## config.mk

```make
export PLATFORM = sky130hd
export DESIGN_NAME = umi_endpoint_fifo_flat
export DESIGN_NICKNAME = d
export VERILOG_FILES = /design/src/rtl/umi_endpoint_fifo_if.sv /design/src/rtl/umi_endpoint_fifo.sv /design/src/flat_wrapper.sv
export SDC_FILE = /design/constraint.sdc
export NUM_CORES = 1
export LEC_CHECK = 0
export ABC_CLOCK_PERIOD_IN_PS = 15400
export CAP_MARGIN = 20
export CORE_AREA = 2 2 558 560
export DETAILED_ROUTE_END_ITERATION = 10
export DIE_AREA = 0 0 560 562
export HOLD_SLACK_MARGIN = 0.03
export SLEW_MARGIN = 10
export SYNTH_ARGS = -nofsm -noshare
export SYNTH_HDL_FRONTEND = slang
export SYNTH_SLANG_ARGS = --single-unit
```

## constraint.sdc

```tcl
create_clock -name clk -period 15.4 [get_ports clk]
set_clock_uncertainty 0.05 [all_clocks]
set_input_delay 3.08 -clock clk [delete_from_list [all_inputs] [get_ports clk]]
set_output_delay 3.08 -clock clk [all_outputs]
set_load 0.05 [all_outputs]
```

## src/rtl/umi_endpoint_fifo_if.sv

```systemverilog
// UMI device-port bundle: request channel into the endpoint and the
// response channel back out of it. The endpoint uses the slave view.
interface umi_endpoint_fifo_if #(
  parameter int CW = 32,
  parameter int AW = 64,
  parameter int DW = 256
);
  logic          udev_req_valid;
  logic [CW-1:0] udev_req_cmd;
  logic [AW-1:0] udev_req_dstaddr;
  logic [AW-1:0] udev_req_srcaddr;
  logic [DW-1:0] udev_req_data;
  logic          udev_req_ready;

  logic          udev_resp_valid;
  logic [CW-1:0] udev_resp_cmd;
  logic [AW-1:0] udev_resp_dstaddr;
  logic [AW-1:0] udev_resp_srcaddr;
  logic [DW-1:0] udev_resp_data;
  logic          udev_resp_ready;

  // Crossbar side: issues requests, sinks responses
  modport master (
    output udev_req_valid, udev_req_cmd, udev_req_dstaddr, udev_req_srcaddr,
           udev_req_data,
    input  udev_req_ready,
    input  udev_resp_valid, udev_resp_cmd, udev_resp_dstaddr,
           udev_resp_srcaddr, udev_resp_data,
    output udev_resp_ready
  );

  // Endpoint side: accepts requests, sources responses
  modport slave (
    input  udev_req_valid, udev_req_cmd, udev_req_dstaddr, udev_req_srcaddr,
           udev_req_data,
    output udev_req_ready,
    output udev_resp_valid, udev_resp_cmd, udev_resp_dstaddr,
           udev_resp_srcaddr, udev_resp_data,
    input  udev_resp_ready
  );
endinterface

```

## src/rtl/umi_endpoint_fifo.sv

```systemverilog
// UMI device endpoint with up to DEPTH outstanding responses.
// Requests are turned into local memory strobes; responding ops travel
// down an RDLAT-deep in-flight pipe, pick up read data at its end and land
// in a response FIFO. A credit count (in-flight + queued) gates request
// acceptance so the FIFO can never overflow.
module umi_endpoint_fifo #(
  parameter int CW    = 32,
  parameter int AW    = 64,
  parameter int DW    = 256,
  parameter int DEPTH = 4,
  parameter int RDLAT = 1
) (
  input  logic          clk,
  input  logic          reset,
  umi_endpoint_fifo_if.slave udev,
  output logic [AW-1:0] loc_addr,
  output logic          loc_write,
  output logic          loc_read,
  output logic [7:0]    loc_opcode,
  output logic [2:0]    loc_size,
  output logic [7:0]    loc_len,
  output logic [DW-1:0] loc_wrdata,
  input  logic [DW-1:0] loc_rddata,
  input  logic          loc_ready,
  output logic          err_drop
);

  localparam int PW = (DEPTH > 1) ? $clog2(DEPTH) : 1;
  localparam int UW = $clog2(DEPTH + 1);

  localparam logic [4:0] REQ_READ   = 5'h01;
  localparam logic [4:0] REQ_WRITE  = 5'h03;
  localparam logic [4:0] REQ_POSTED = 5'h05;
  localparam logic [4:0] RESP_READ  = 5'h02;
  localparam logic [4:0] RESP_WRITE = 5'h04;

  logic [UW-1:0] used;
  logic [UW-1:0] fifo_count;
  logic [PW-1:0] wr_ptr;
  logic [PW-1:0] rd_ptr;

  logic          accept;
  logic          is_read;
  logic          is_write;
  logic          is_posted;
  logic          is_resp_op;
  logic          resp_accept;
  logic          push;
  logic          pop;
  logic [CW-1:0] resp_cmd;
  logic [DW-1:0] push_data;

  logic          pipe_valid [RDLAT];
  logic          pipe_read  [RDLAT];
  logic [CW-1:0] pipe_cmd   [RDLAT];
  logic [AW-1:0] pipe_dst   [RDLAT];
  logic [AW-1:0] pipe_src   [RDLAT];

  logic [CW-1:0] mem_cmd  [DEPTH];
  logic [AW-1:0] mem_dst  [DEPTH];
  logic [AW-1:0] mem_src  [DEPTH];
  logic [DW-1:0] mem_data [DEPTH];

  // Opcode decode and acceptance; ready never looks at valid or opcode
  assign is_read     = (udev.udev_req_cmd[4:0] == REQ_READ);
  assign is_write    = (udev.udev_req_cmd[4:0] == REQ_WRITE);
  assign is_posted   = (udev.udev_req_cmd[4:0] == REQ_POSTED);
  assign is_resp_op  = is_read | is_write;

  assign udev.udev_req_ready = ~reset & loc_ready & (used < UW'(DEPTH));
  assign accept      = udev.udev_req_valid & udev.udev_req_ready;
  assign resp_accept = accept & is_resp_op;

  assign loc_addr   = udev.udev_req_dstaddr;
  assign loc_wrdata = udev.udev_req_data;
  assign loc_opcode = {3'b000, udev.udev_req_cmd[4:0]};
  assign loc_size   = udev.udev_req_cmd[7:5];
  assign loc_len    = udev.udev_req_cmd[15:8];
  assign loc_read   = accept & is_read;
  assign loc_write  = accept & (is_write | is_posted);

  assign resp_cmd = {udev.udev_req_cmd[CW-1:5], is_read ? RESP_READ : RESP_WRITE};

  // Tail of the in-flight pipe is the FIFO push; read data is sampled here
  assign push      = pipe_valid[RDLAT-1];
  assign push_data = pipe_read[RDLAT-1] ? loc_rddata : '0;

  assign udev.udev_resp_valid   = (fifo_count != '0);
  assign udev.udev_resp_cmd     = mem_cmd[rd_ptr];
  assign udev.udev_resp_dstaddr = mem_dst[rd_ptr];
  assign udev.udev_resp_srcaddr = mem_src[rd_ptr];
  assign udev.udev_resp_data    = mem_data[rd_ptr];
  assign pop = udev.udev_resp_valid & udev.udev_resp_ready;

  // In-flight pipe: one stage per cycle of local read latency
  always_ff @(posedge clk or posedge reset) begin
    if (reset) begin
      for (int i = 0; i < RDLAT; i++) begin
        pipe_valid[i] <= 1'b0;
        pipe_read[i]  <= 1'b0;
        pipe_cmd[i]   <= '0;
        pipe_dst[i]   <= '0;
        pipe_src[i]   <= '0;
      end
    end else begin
      pipe_valid[0] <= resp_accept;
      pipe_read[0]  <= is_read;
      pipe_cmd[0]   <= resp_cmd;
      pipe_dst[0]   <= udev.udev_req_srcaddr;
      pipe_src[0]   <= udev.udev_req_dstaddr;
      for (int i = 1; i < RDLAT; i++) begin
        pipe_valid[i] <= pipe_valid[i-1];
        pipe_read[i]  <= pipe_read[i-1];
        pipe_cmd[i]   <= pipe_cmd[i-1];
        pipe_dst[i]   <= pipe_dst[i-1];
        pipe_src[i]   <= pipe_src[i-1];
      end
    end
  end

  // Response storage; contents need no reset because the count gates valid
  always_ff @(posedge clk) begin
    if (push) begin
      mem_cmd[wr_ptr]  <= pipe_cmd[RDLAT-1];
      mem_dst[wr_ptr]  <= pipe_dst[RDLAT-1];
      mem_src[wr_ptr]  <= pipe_src[RDLAT-1];
      mem_data[wr_ptr] <= push_data;
    end
  end

  // FIFO pointers and occupancy; DEPTH is a power of two so pointers wrap
  always_ff @(posedge clk or posedge reset) begin
    if (reset) begin
      wr_ptr     <= '0;
      rd_ptr     <= '0;
      fifo_count <= '0;
    end else begin
      if (push) wr_ptr <= wr_ptr + PW'(1);
      if (pop)  rd_ptr <= rd_ptr + PW'(1);
      case ({push, pop})
        2'b10:   fifo_count <= fifo_count + UW'(1);
        2'b01:   fifo_count <= fifo_count - UW'(1);
        default: fifo_count <= fifo_count;
      endcase
    end
  end

  // Credits: taken by a responding accept, returned by a response pop
  always_ff @(posedge clk or posedge reset) begin
    if (reset) begin
      used <= '0;
    end else begin
      case ({resp_accept, pop})
        2'b10:   used <= used + UW'(1);
        2'b01:   used <= used - UW'(1);
        default: used <= used;
      endcase
    end
  end

  // Unsupported request consumed: flag it one cycle later
  always_ff @(posedge clk or posedge reset) begin
    if (reset) begin
      err_drop <= 1'b0;
    end else begin
      err_drop <= accept & ~is_resp_op & ~is_posted;
    end
  end

  // Credit accounting guarantees a free slot for every push
  push_into_full: assert property (@(posedge clk) disable iff (reset)
    !(push && (fifo_count == UW'(DEPTH))));

endmodule
```

## src/flat_wrapper.sv

```systemverilog
// flat-port wrapper written by rule: the top's interface ports become plain ports
module umi_endpoint_fifo_flat 
#(
  parameter int CW    = 32,
  parameter int AW    = 64,
  parameter int DW    = 256,
  parameter int DEPTH = 4,
  parameter int RDLAT = 1
)
  (clk, reset, loc_addr, loc_write, loc_read, loc_opcode, loc_size, loc_len, loc_wrdata, loc_rddata, loc_ready, err_drop, udev_udev_req_valid, udev_udev_req_cmd, udev_udev_req_dstaddr, udev_udev_req_srcaddr, udev_udev_req_data, udev_udev_req_ready, udev_udev_resp_valid, udev_udev_resp_cmd, udev_udev_resp_dstaddr, udev_udev_resp_srcaddr, udev_udev_resp_data, udev_udev_resp_ready);
  umi_endpoint_fifo_if #(.CW(CW), .AW(AW), .DW(DW)) udev_i ();
  input  logic clk;
  input  logic reset;
  output logic [AW-1:0] loc_addr;
  output logic loc_write;
  output logic loc_read;
  output logic [7:0] loc_opcode;
  output logic [2:0] loc_size;
  output logic [7:0] loc_len;
  output logic [DW-1:0] loc_wrdata;
  input  logic [DW-1:0] loc_rddata;
  input  logic loc_ready;
  output logic err_drop;
  input wire logic [$bits(udev_i.udev_req_valid)-1:0] udev_udev_req_valid;
  input wire logic [$bits(udev_i.udev_req_cmd)-1:0] udev_udev_req_cmd;
  input wire logic [$bits(udev_i.udev_req_dstaddr)-1:0] udev_udev_req_dstaddr;
  input wire logic [$bits(udev_i.udev_req_srcaddr)-1:0] udev_udev_req_srcaddr;
  input wire logic [$bits(udev_i.udev_req_data)-1:0] udev_udev_req_data;
  output wire logic [$bits(udev_i.udev_req_ready)-1:0] udev_udev_req_ready;
  output wire logic [$bits(udev_i.udev_resp_valid)-1:0] udev_udev_resp_valid;
  output wire logic [$bits(udev_i.udev_resp_cmd)-1:0] udev_udev_resp_cmd;
  output wire logic [$bits(udev_i.udev_resp_dstaddr)-1:0] udev_udev_resp_dstaddr;
  output wire logic [$bits(udev_i.udev_resp_srcaddr)-1:0] udev_udev_resp_srcaddr;
  output wire logic [$bits(udev_i.udev_resp_data)-1:0] udev_udev_resp_data;
  input wire logic [$bits(udev_i.udev_resp_ready)-1:0] udev_udev_resp_ready;
  assign udev_i.udev_req_valid = udev_udev_req_valid;
  assign udev_i.udev_req_cmd = udev_udev_req_cmd;
  assign udev_i.udev_req_dstaddr = udev_udev_req_dstaddr;
  assign udev_i.udev_req_srcaddr = udev_udev_req_srcaddr;
  assign udev_i.udev_req_data = udev_udev_req_data;
  assign udev_udev_req_ready = udev_i.udev_req_ready;
  assign udev_udev_resp_valid = udev_i.udev_resp_valid;
  assign udev_udev_resp_cmd = udev_i.udev_resp_cmd;
  assign udev_udev_resp_dstaddr = udev_i.udev_resp_dstaddr;
  assign udev_udev_resp_srcaddr = udev_i.udev_resp_srcaddr;
  assign udev_udev_resp_data = udev_i.udev_resp_data;
  assign udev_i.udev_resp_ready = udev_udev_resp_ready;
  umi_endpoint_fifo #(.CW(CW), .AW(AW), .DW(DW), .DEPTH(DEPTH), .RDLAT(RDLAT)) u_core (.clk(clk), .reset(reset), .udev(udev_i), .loc_addr(loc_addr), .loc_write(loc_write), .loc_read(loc_read), .loc_opcode(loc_opcode), .loc_size(loc_size), .loc_len(loc_len), .loc_wrdata(loc_wrdata), .loc_rddata(loc_rddata), .loc_ready(loc_ready), .err_drop(err_drop));
endmodule
```

# ---- Word level (Yosys, flattened, before mapping)
# Memories as Yosys holds them, arrays and structs flattened.
# Cells that the tools add are included.
dict set report classes {
  bitwise 14
  n_eq_ne 7
  magnitude_cmp 1
  reduce_logical 3
  addsub 6
  n_mux 6
}
# op n
set op_table {}
lappend op_table {{2-to-1 mux 256 bit} 1}
lappend op_table {{one-hot mux 3 bit (2 select lines)} 2}
lappend op_table {{AND 1 bit} 9}
lappend op_table {{adder 3 x 1 -> 3 bit (second input constant)} 2}
lappend op_table {{subtractor 3 x 1 -> 3 bit (second input constant)} 2}
lappend op_table {{== test 5 x 1 -> 1 bit (second input constant)} 1}
lappend op_table {{== test 5 x 2 -> 1 bit (second input constant)} 1}
lappend op_table {{== test 5 x 3 -> 1 bit (second input constant)} 1}
lappend op_table {{adder 2 x 1 -> 2 bit (second input constant)} 2}
lappend op_table {{== test 2 x 1 -> 1 bit (second input constant)} 2}
lappend op_table {{== test 2 bit (second input constant)} 2}
lappend op_table {{nonzero test 2 bit} 2}
lappend op_table {{less-than comparator 3 bit (second input constant)} 1}
lappend op_table {{2-to-1 mux 3 bit} 1}
lappend op_table {{inverter 1 bit} 3}
lappend op_table {{nonzero test 3 bit} 1}
lappend op_table {{2-to-1 mux 1 bit} 2}
lappend op_table {{OR 1 bit} 2}
dict set report totals {
  input_bits 677
  ram_bits 1664
  register_bits 173
  mem_count 4
}
# memory depth width read_ports rd_ports_with_merged_regs wr line
set mem_list {}
lappend mem_list {u_core.mem_data 4 256 1 0 1 umi_endpoint_fifo.sv:62} ;# logic [DW-1:0] mem_data [DEPTH];
lappend mem_list {u_core.mem_dst 4 64 1 0 1 umi_endpoint_fifo.sv:60} ;# logic [AW-1:0] mem_dst [DEPTH];
lappend mem_list {u_core.mem_src 4 64 1 0 1 umi_endpoint_fifo.sv:61} ;# logic [AW-1:0] mem_src [DEPTH];
lappend mem_list {u_core.mem_cmd 4 32 1 0 1 umi_endpoint_fifo.sv:59} ;# logic [CW-1:0] mem_cmd [DEPTH];

# ---- Longest topological paths before layout
# Gate-level depths: netlist of the first run.
dict set report depth {
  depth_word 7
  mapped_depth 8
  mapped_depth_nobuf 8
}

# ---- Least setup slack after synthesis of the first run
# OpenSTA, ideal clock, no wires.
dict set report synth_timing {
  path_kind {reg-to-reg}
  startpoint {register u_core.wr_ptr[0]}
  endpoint {memory u_core.mem_cmd[0][10] (enable)}
  path_slack_ps 4585
  synth_period_minus_slack_ps 10815
  path_stages_with_launch 4
  arrival_ps 9937
  required_ps 14522
  setup_ps 828
  n_path_buf 0
  cell_sequence {dfrtp_1 -> inv_1 -> ha_1 -> and2_1}
}
# element line
set synth_rtl {}
lappend synth_rtl {{start, declared} umi_endpoint_fifo.sv:39} ;# logic [PW-1:0] wr_ptr;
lappend synth_rtl {{start signal, assigned} umi_endpoint_fifo.sv:138} ;# if (push) wr_ptr <= wr_ptr + PW'(1);
lappend synth_rtl {{end, declared} umi_endpoint_fifo.sv:59}
# Straight into the memory's write port.

# ---- Worst setup path after layout of the first run
dict set report layout_timing {
  startpoint {register u_core.rd_ptr[0]}
  endpoint {output udev_udev_resp_dstaddr[61]}
}
dict set report layout_between {
  elab_chain_len 1
}
# element line
set layout_lines {}
lappend layout_lines {{start, declared} umi_endpoint_fifo.sv:40} ;# logic [PW-1:0] rd_ptr;
lappend layout_lines {{start signal, assigned} umi_endpoint_fifo.sv:139} ;# if (pop) rd_ptr <= rd_ptr + PW'(1);
lappend layout_lines {{memory (4 x 64 bit)} n/a}
lappend layout_lines {{end, declared} flat_wrapper.sv:32} ;# output wire logic [$bits(udev_i.udev_resp_dstaddr)-1:0] udev_udev_resp_dstaddr;
# Every way passes these cells.

==> reports/results.ini, run 1 <==
[power_and_ir_drop]
p_leak_nw=27.1
combinationalPowerShare_pct=35.9
cell_internal_pwr_mw=10.2
seqPwrFrac_pct=34.1
clockPowerShare_pct=30.0
swShare_pct=36.1
ir_worst_vdd_uv=146
p_sw_mw=5.79
p_per_area_mw_per_mm2=185

[synth]
yosysSeqAreaShare_pct=78.6
synth-edff-count=1652
synthCells=3004
yosys_warnings=0
async_flop_share_pct=9.28
synth_cell_type_count=25
synth-main-ff-cell=edfxtp_1
synth_seq_cells=1821
synth_area_per_cell_um2=22.8
synth_area_mm2=0.0685

[drt]
drt_iter0_drc=2639
via_per_inst=3.98
vias=31900
ant_nets=0
post-route-drc-count=0
wl_per_cell_um=26.0
routed_wl_mm=208
dr.pass1.iters=5

[floorplan]
start_util_pct=22.2
die_h_um=562
dieArea_mm2=0.315
ios=1437
num_rows=204
core_area_mm2=0.308
die_w_um=560

[setup_path]
start_kind=flip-flop
critical_path.top_delay_family=buffers and inverters
crit_arrival_ps=5430
cp_max_fo=44
critPathBufInv=4
required_ps=12270
cpPeakStageDelay_ps=870
cp_common_cell=buf_4
setup.worst_path.class=reg2out
path_cells=buf_4 > buf_4 > buf_4 > mux4_2 > clkdlybuf4s50_1
slowest_stage=buf_4
end_kind=primary output

[global_route]
grt_antenna_before_repair=55
grt_util_all_layers_pct=12.8
grt_pass1_vias=34100
grt_max_degree=120
grt_pass1_wl_mm=282
overflow=0

[place]
dp_hpwl_mm=144
dp_cells=7637
place_area_mm2=0.0800
port_buffers=918
place.gp.congestion=0.797

[layout]
fin_cells=8015
nNetsFinal=4406
syn_to_final_growth_pct=26.5
drive_above_1_share_pct=19.9
fin_area_mm2=0.0867

[timing]
slew_headroom_pct=19.1
clock.fmax_mhz=117
period_share_pct=55.6
rsz0062_at_grt=false
fin_hold_ws_ps=396
setup_viol=0
hold_viol_final=0
finalSetupTns_ps=0
worst_pin_slew_ps=1210
drv_slew=0
finalCriticalPeriod_ps=8560

[clocking]
numCtsBuffers=200
cts_resized=0
root_buffer=clkbuf_16
htree_levels=4
cts.path.max_buffers=4
cts_tree=done
clk_latency_ps=830
clk_pin_slew_ps=60
post-cts-setup-buffers=0
cts_num_sinks=1821
holdBufCountCts=0

[status]
status=finished, final reports clean

[run]
maxCapViolCount=0

[min_path]
min_path_type=reg2reg

[cell type report]
type | instances | area, um2
Antenna cell | 11 | 27.5
Clock buffer | 250 | 5330
Clock inverter | 115 | 1290
Fill cell | 30400 | 222000
Inverter | 8 | 37.5
Multi-Input combinational cell | 718 | 11300
Sequential cell | 1821 | 53800
Tap cell | 4120 | 5150
Timing Repair Buffer | 972 | 9690
[final timing paths]
kind	start	end	slack [ps]	cells after the start
setup / recovery	u_core.rd_ptr[0]$_DFFE_PP0P_	udev_udev_resp_dstaddr[61]	6840	5
hold / removal	u_core.pipe_cmd[17]$_DFF_PP0_	u_core.mem_cmd[1][15]$_DFFE_PP_	400	0
max in group asynchronous	reset	u_core.pipe_dst[28]$_DFF_PP0_	11080	3
min in group asynchronous	reset	u_core.pipe_cmd[7]$_DFF_PP0_	2650	2
hold reg to reg	u_core.pipe_cmd[17]$_DFF_PP0_	u_core.mem_cmd[1][15]$_DFFE_PP_	400	0
setup reg to reg	u_core.wr_ptr[1]$_DFFE_PP0P_	u_core.mem_data[1][191]$_DFFE_PP_	10660	7
[metrics by stage]
stage	util, %	power, mW	setup WS, ps
2_1_floorplan	-	9.53	4590
3_3_place_gp	25.9	11.4	6960
3_5_place_dp	25.9	11.4	7050
4_1_cts	28.1	16.3	6400
5_1_grt	28.1	16.6	6230
6_report	28.1	16.0	6840
[synth_stat cells, types with 2 or more instances]
library cell	number	area, um2
inv_1	8	30.0
clkbuf_1	36	135
edfxtp_1	1652	49600
buf_4	346	2600
buf_2	41	205
dfrtp_1	169	4230
and2_1	260	1630
buf_6	39	439
xor2_1	5	43.8
mux4_2	413	9300
nor3b_1	2	15.0
fa_1	2	40.0
ha_1	6	75.1
nand2_1	5	18.8
nor2_1	6	22.5
xnor2_1	5	43.8
[cell usage in the layout, fill, tap and decap left out, types with 2 or more instances in the layout]
cell type	count
nand2_1	5
buf_12	4
clkinv_1	34
clkinv_4	5
clkbuf_8	9
buf_16	3
ha_1	6
conb_1	6
fa_1	2
clkinv_8	2
nor2_1	6
clkinv_16	3
inv_16	2
clkinv_2	34
dfrtp_1	166
edfxtp_1	1652
dfrtp_4	3
buf_4	51
xnor2_1	5
clkbuf_16	202
inv_8	2
and2_4	4
clkbuf_1	39
and2_1	256
clkdlybuf4s50_1	914
bufinv_16	23
diode_2	11
xor2_1	5
clkinvlp_4	6
inv_6	5
nor3b_1	2
mux4_2	413
inv_1	7
[worst register-to-register path, cell delays in order, from the launching register on]
cell,delay (ps)
dfrtp_1,410
inv_1,110
ha_1,170
and2_4,520
buf_4,590
buf_4,790
buf_4,810
buf_4,900
[power by group through the flow]
stage          logic (mW)  registers (mW)  clock network, mW
2_1_floorplan        4.01            5.52                  0
3_3_place_gp         5.84            5.57                  0
3_5_place_dp         5.83            5.58                  0
4_1_cts              5.85            5.47               4.97
5_1_grt              6.02            5.48               5.14
6_report             5.76            5.47               4.81
[sequential cells by signal (all words and copies together) (netlist names)]
signal / cells
u_core.mem_data: 1024
u_core.mem_dst: 256
u_core.mem_src: 256
u_core.mem_cmd: 116
u_core.pipe_dst: 64
u_core.pipe_src: 64
u_core.pipe_cmd: 29
u_core.fifo_count: 3
u_core.used: 3
u_core.rd_ptr: 2
u_core.wr_ptr: 2
u_core.err_drop: 1
u_core.pipe_valid: 1
[cell families (layout without fill, tap and decap cells)]
kind of cell	Yosys count	count (layout)	synth area share, %
flops	1821	1821	78.6
mux	415	415	13.6
buf+inv	470	1345	4.97
simple gates	276	276	2.48
fa+ha+maj	8	8	0.168
xor+xnor	10	10	0.128
compound gates	3	3	0.0274
other cells	1	17	0.00548
[metal layers]
metal | global-route usage, % | vias to the layer above | wire [um]
met5 | 0.181 | - | 267
met4 | 3.15 | 32 | 4440
met3 | 6.94 | 277 | 26900
met2 | 19.4 | 1580 | 93000
met1 | 15.8 | 16900 | 83800
li1 | - | 13200 | -
No activity file was read; power rests on OpenSTA's default activity.
==> run 2: changes to the inputs <==
ABC_CLOCK_PERIOD_IN_PS = 7720   (was 15400)
CORE_AREA = 2 2 554 556   (was 2 2 558 560)
DIE_AREA = 0 0 556 558   (was 0 0 560 562)
clock period = 7.72 ns   (was 15.4 ns; I/O delays follow)
==> run 2 against run 1 <==
Net effect:
- sequential share of layout area grew 0.059 points
- via count barely moved
- worst hold slack improved by 27 ps
- non-clock buffer count fell by 7
- register-to-register slack worse by 6500 ps
- wire length shrank 1.3%
- global-route usage barely moved
- count of clock-buffer cells in the layout increased by 1
- worst setup slack got worse by 4700 ps
- die area is 1.4% lower
- critical path type is now in2out
==> reports/results.ini, run 2 (synthesis gave the netlist of run 1 again) <==
[status]
status=finished, final reports clean  ; unchanged

[timing]
period_share_pct=72.8
finalCriticalPeriod_ps=5620
finalSetupTns_ps=0  ; unchanged
worst_pin_slew_ps=1050  ; was 1210 ps
setup_viol=0  ; unchanged
drv_slew=0  ; unchanged
rsz0062_at_grt=false  ; unchanged
hold_viol_final=0  ; unchanged
slew_headroom_pct=29.8  ; was 19.1%
clock.fmax_mhz=178
setup_slack_ps=2100  ; was 6840 ps

[layout]
utilization_pct=28.4  ; was 28.1%
mostFrequentLayoutCells=edfxtp_1, clkdlybuf4s50_1, mux4_2  ; unchanged
drive_above_1_share_pct=19.7  ; was 19.9%
syn_to_final_growth_pct=26.4  ; was 26.5%
layout_commonest_cell=edfxtp_1  ; unchanged
nNetsFinal=4400  ; was 4406
multi_input_area_mm2=0.0113  ; about the same
nFillCells=29700  ; was 30400
regArea_mm2=0.0538  ; unchanged
largest_reg_flops=1024  ; unchanged
reg_top3=u_core.mem_data x1024, u_core.mem_dst x256, u_core.mem_src x256  ; unchanged
regMostFlops=u_core.mem_data  ; unchanged

[run]
maxCapViolCount=0  ; unchanged

[power_and_ir_drop]
cell_internal_pwr_mw=20.3  ; was 10.2 mW
p_leak_nw=27.1  ; about the same
swShare_pct=35.8  ; was 36.1%
finalPower_mw=31.6  ; was 16.0 mW
seqPwrFrac_pct=34.8  ; was 34.1%
p_per_area_mw_per_mm2=365  ; was 185 mW/mm2
p_sw_mw=11.3  ; was 5.79 mW
ir_worst_vdd_uv=313  ; was 146 uV
clockPowerShare_pct=29.9  ; was 30.0%
combinationalPowerShare_pct=35.3  ; was 35.9%

[place]
dp_slack_ps=1900  ; was 7050 ps
place.gp.congestion=0.800  ; was 0.797
port_buffers=918  ; unchanged
dp_hpwl_mm=141  ; was 144 mm

[drt]
routed_wl_mm=206  ; was 208 mm
ant_nets=0  ; unchanged
dr.pass1.iters=5  ; unchanged
wl_per_cell_um=26.0  ; about the same
post-route-drc-count=0  ; unchanged
via_per_inst=4.03  ; was 3.98
vias=31900  ; about the same
drt_iter0_drc=2574  ; was 2639

[setup_path]
end_kind=primary output  ; unchanged
cp_max_fo=6  ; was 44
start_kind=primary input  ; was flip-flop
crit_arrival_ps=4020  ; was 5430 ps
critPathBufInv=2  ; was 4
cpPeakStageDelay_ps=840  ; was 870 ps
required_ps=6130  ; was 12270 ps
path_cells=clkdlybuf4s50_1 > nor2_2 > nand2_1 > nor2_1 > clkdlybuf4s50_1  ; was buf_4 > buf_4 > buf_4 > mux4_2 > clkdlybuf4s50_1
setup.worst_path.class=in2out  ; was reg2out
slowest_stage=clkdlybuf4s50_1  ; was buf_4
critical_path.top_delay_family=buffers and inverters  ; unchanged
cp_common_cell=clkdlybuf4s50_1  ; was buf_4

[clocking]
clk_pin_slew_ps=60  ; about the same
holdBufCountCts=0  ; unchanged
cts.path.max_buffers=4  ; unchanged
post-cts-setup-buffers=0  ; unchanged
root_buffer=clkbuf_16  ; unchanged
cts_resized=0  ; unchanged
cts_tree=done  ; unchanged
htree_levels=4  ; unchanged
numCtsBuffers=201  ; was 200
clk_latency_ps=860  ; was 830 ps
cts_num_sinks=1821  ; unchanged

[global_route]
grt_max_degree=128  ; was 120
grt_util_all_layers_pct=12.8  ; about the same
grt_pass1_vias=33900  ; was 34100
grt_pass1_wl_mm=278  ; was 282 mm
grt_antenna_before_repair=44  ; was 55
overflow=0  ; unchanged

[floorplan]
num_rows=203  ; was 204
core_area_mm2=0.305  ; was 0.308 mm2
die_h_um=558  ; was 562 um
start_util_pct=22.5  ; was 22.2%
die_w_um=556  ; was 560 um
ios=1437  ; unchanged
dieArea_mm2=0.310  ; was 0.315 mm2

[min_path]
min_path_type=reg2reg  ; unchanged

run 2: cell count changes in the layout (fill, tap and decap cells not counted), sizes merged:
cell | previous run | this run
bufinv | 23 | 16
inv | 16 | 20
clkinvlp | 6 | 8
diode | 11 | 35
clkdlybuf4s50 | 914 | 917
clkinv | 78 | 82
buf | 58 | 48
clkbuf | 250 | 251
run 2: final timing paths:
path,cells past startpoint,from,slack (ps),endpoint
worst min-delay path,0,u_core.pipe_dst[41]$_DFF_PP0_,420,u_core.mem_dst[0][41]$_DFFE_PP_
max in group asynchronous,3,reset,5050,u_core.pipe_src[62]$_DFF_PP0_
worst min register to register,0,u_core.pipe_dst[41]$_DFF_PP0_,420,u_core.mem_dst[0][41]$_DFFE_PP_
min in group asynchronous,2,reset,1140,u_core.pipe_cmd[1]$_DFF_PP0_
worst max register to register,8,u_core.used[2]$_DFFE_PP0P_,4180,u_core.used[2]$_DFFE_PP0P_
worst max-delay path,5,udev_udev_req_cmd[2],2100,loc_read
run 2: through the flow:
stage          std cells  hold slack (ps)  cell area [um2]
6_report            7913              423            86600
4_1_cts             7878              410            86500
3_3_place_gp        7508              411            79900
3_5_place_dp        7509              425            79900
5_1_grt             7892              436            86500
2_1_floorplan       3009              393            68500
run 2: layout make-up:
cell class,instances,share of cell area (%)
well taps,3997,5.78
inverters,8,0.0434
clock buffers,251,6.18
multi-input cells,718,13.0
diodes,35,0.101
repair buffers,965,11.3
clock inverters,118,1.39
flip-flops and latches,1821,62.2
run 2: worst reg2reg max path: cells and delay by family, from the launching register on:
kind                     cells  cell delay, ps
XOR/XNOR                     2             340
adder cells (fa/ha/maj)      2             630
AND/OR/NAND/NOR              4            1830
flip-flops                   1             550
run 2: per-layer routing:
layer / track usage, % / share of wire, % / vias to the layer above
met5: 0.232 / 0.11 / -
met4: 4.01 / 2.8 / 22
met3: 6.94 / 13 / 275
met2: 19.8 / 45 / 1586
met1: 15.2 / 39 / 16800
li1: - / - / 13200
run 2: power by group through the flow:
stage	Clock [mW]	Combinational, mW	Sequential [mW]
after floorplan	0	7.99	11.0
after global placement	0	11.4	11.2
after detailed placement	0	11.3	11.2
after CTS	9.74	11.4	11.0
after global routing	10.1	11.7	11.0
final	9.44	11.2	11.0
==> run 3: changes to the inputs <==
ABC_CLOCK_PERIOD_IN_PS = 5500   (was 7720)
CORE_AREA = 2 2 558 560   (was 2 2 554 556)
DIE_AREA = 0 0 560 562   (was 0 0 556 558)
clock period = 5.5 ns   (was 7.72 ns; I/O delays follow)
==> run 3 against run 2 <==
Net effect:
- first-iteration DRC count shrank 0.31%
- critical endpoint is now udev_udev_resp_data[230]
- worst hold slack got worse by 16 ps
- largest power group unchanged
- die area increased by 1.4%
- combinational power grew 44%
==> reports/results.ini, run 3 (synthesis gave the netlist of run 1 again) <==
[status]
status=finished, final reports clean  ; unchanged

[drt]
post-route-drc-count=0  ; unchanged
wl_met1_mm=81.2  ; was 79.9 mm
wl_per_cell_um=25.0  ; was 26.0 um
highest_layer=met5  ; unchanged
via_per_inst=4.00  ; was 4.03
routed_wl_mm=201  ; was 206 mm
ant_nets=0  ; unchanged
vias=32200  ; was 31900
drt_iter0_drc=2566  ; was 2574
met2_length_mm=90.0  ; was 92.8 mm
wl_met3_mm=24.7  ; was 26.9 mm
dr.pass1.iters=6  ; was 5

[min_path]
min_path_type=reg2reg  ; unchanged
min_to=u_core.mem_cmd[0][19]$_DFFE_PP_  ; was u_core.mem_dst[0][41]$_DFFE_PP_
worstHoldStart=u_core.pipe_cmd[21]$_DFF_PP0_  ; was u_core.pipe_dst[41]$_DFF_PP0_
hold-path-cell-count=0  ; unchanged

[setup_path]
worstReg2RegStart=u_core.wr_ptr[0]$_DFFE_PP0P_  ; was u_core.used[2]$_DFFE_PP0P_
cp_common_cell=buf_12  ; was clkdlybuf4s50_1
critPathBufInv=3  ; was 2
cpPeakStageDelay_ps=950  ; was 840 ps
worst-r2r-setup-slack_ps=2820  ; was 4180 ps
required_ps=4350  ; was 6130 ps
cp_max_fo=23  ; was 6
critical_path.top_delay_family=buffers and inverters  ; unchanged
path_cells=buf_12 > buf_12 > mux4_2 > clkdlybuf4s50_1  ; was clkdlybuf4s50_1 > nor2_2 > nand2_1 > nor2_1 > clkdlybuf4s50_1
slowest_stage=dfrtp_4  ; was clkdlybuf4s50_1
crit_arrival_ps=3700  ; was 4020 ps
setup.worst_path.class=reg2out  ; was in2out
rr_endpoint=u_core.mem_data[0][133]$_DFFE_PP_  ; was u_core.used[2]$_DFFE_PP0P_
timing.reg2reg.worst_path_depth=4  ; was 8
start_kind=flip-flop  ; was primary input
end_kind=primary output  ; unchanged

[clocking]
cts_tree=done  ; unchanged
clk_pin_slew_ps=60  ; about the same
root_buffer=clkbuf_16  ; unchanged
cts_resized=0  ; unchanged
numCtsBuffers=200  ; was 201
cts_num_sinks=1821  ; unchanged
post-cts-setup-buffers=0  ; unchanged
cts.path.max_buffers=4  ; unchanged
htree_levels=4  ; unchanged
holdBufCountCts=0  ; unchanged
clk_latency_ps=830  ; was 860 ps

[floorplan]
num_rows=204  ; was 203
start_util_pct=22.2  ; was 22.5%
ios=1437  ; unchanged
dieArea_mm2=0.315  ; was 0.310 mm2
die_h_um=562  ; was 558 um
core_area_mm2=0.308  ; was 0.305 mm2
die_w_um=560  ; was 556 um

[timing]
period_share_pct=88.2
setup_viol=0  ; unchanged
worst_pin_slew_ps=987  ; was 1050 ps
hold_viol_final=0  ; unchanged
drv_slew=0  ; unchanged
finalSetupTns_ps=0  ; unchanged
clock.fmax_mhz=206
rsz0062_at_grt=false  ; unchanged
slew_headroom_pct=34.2  ; was 29.8%
fin_hold_ws_ps=406  ; was 423 ps
finalCriticalPeriod_ps=4850

[power_and_ir_drop]
ir_worst_vdd_uv=365  ; was 313 uV
p_leak_nw=27.3  ; was 27.1 nW
p_per_area_mw_per_mm2=513  ; was 365 mW/mm2

[layout]
nNetsFinal=4431  ; was 4400
regMostFlops=u_core.mem_data  ; unchanged
fin_area_mm2=0.0871  ; was 0.0866 mm2
layout_commonest_cell=edfxtp_1  ; unchanged
syn_to_final_growth_pct=27.2  ; was 26.4%
drive_above_1_share_pct=20.5  ; was 19.7%
nFillCells=30400  ; was 29700
mostFrequentLayoutCells=edfxtp_1, clkdlybuf4s50_1, mux4_2  ; unchanged
largest_reg_flops=1024  ; unchanged
reg_top3=u_core.mem_data x1024, u_core.mem_dst x256, u_core.mem_src x256  ; unchanged
utilization_pct=28.3  ; was 28.4%

[place]
place_area_mm2=0.0806  ; was 0.0799 mm2
dp_hpwl_mm=139  ; was 141 mm
port_buffers=918  ; unchanged
place.gp.congestion=0.803  ; was 0.800

[global_route]
overflow=0  ; unchanged
grt_max_degree=148  ; was 128
grt_pass1_vias=34000  ; was 33900
grt_pass1_wl_mm=276  ; was 278 mm
grt_antenna_before_repair=51  ; was 44
grt_util_all_layers_pct=12.4  ; was 12.8%

[run]
maxCapViolCount=0  ; unchanged

[run 3: cell types whose count changed in the layout (fill, tap and decap cells not counted), sizes merged]
| cell | previous run | this run |
|---|---|---|
| buf | 48 | 91 |
| inv | 20 | 18 |
| bufinv | 16 | 14 |
| clkbuf | 251 | 268 |
| clkinvlp | 8 | 14 |
| clkdlybuf4s50 | 917 | 906 |
| diode | 35 | 19 |
| clkinv | 82 | 54 |
[run 3: per-layer routing]
layer | global-route usage, % | vias to the layer above
met4 | 3.25 | 36
met3 | 6.31 | 302
met2 | 18.9 | 1647
met5 | 0.843 | -
met1 | 15.2 | 17000
li1 | - | 13200
[run 3: worst max-delay path by stage]
stage                                 start                         endpoint  slack [ps]  cells past startpoint
3_3_place_gp                          reset                        loc_write        1040                      5
4_1_cts        u_core.rd_ptr[0]$_DFFE_PP0P_         udev_udev_resp_data[230]         370                      4
2_1_floorplan  u_core.wr_ptr[0]$_DFFE_PP0P_  u_core.mem_cmd[3][10]$_DFFE_PP_        -560                      2
5_1_grt        u_core.rd_ptr[0]$_DFFE_PP0P_         udev_udev_resp_data[230]         380                      4
3_5_place_dp                          reset                        loc_write        1210                      5
6_report       u_core.rd_ptr[0]$_DFFE_PP0P_         udev_udev_resp_data[230]         650                      4
[run 3: metrics by stage]
step	power, mW	setup slack [ps]	cells
finish	44.7	649	8043
CTS	45.4	373	8024
floorplan	26.7	-564	3009
detailed placement	32.0	1210	7664
global route	46.3	376	8027
global placement	32.0	1040	7664
[run 3: where the power goes]
part / switching (mW) / internal (mW)
Sequential: 0.271 / 15.1
Combinational: 10.2 / 5.88
Clock: 5.51 / 7.71
[run 3: layout make-up]
| type | count | area [um2] | area share (%) |
|---|---|---|---|
| clock inverter | 92 | 1030 | 1.18 |
| multi-input combinational | 718 | 11300 | 12.9 |
| inverter | 8 | 37.5 | 0.0431 |
| sequential | 1821 | 53800 | 61.8 |
| timing repair buffer | 997 | 10200 | 11.8 |
| clock buffer | 268 | 5490 | 6.31 |
| antenna | 19 | 47.5 | 0.0546 |
| tap | 4120 | 5150 | 5.92 |
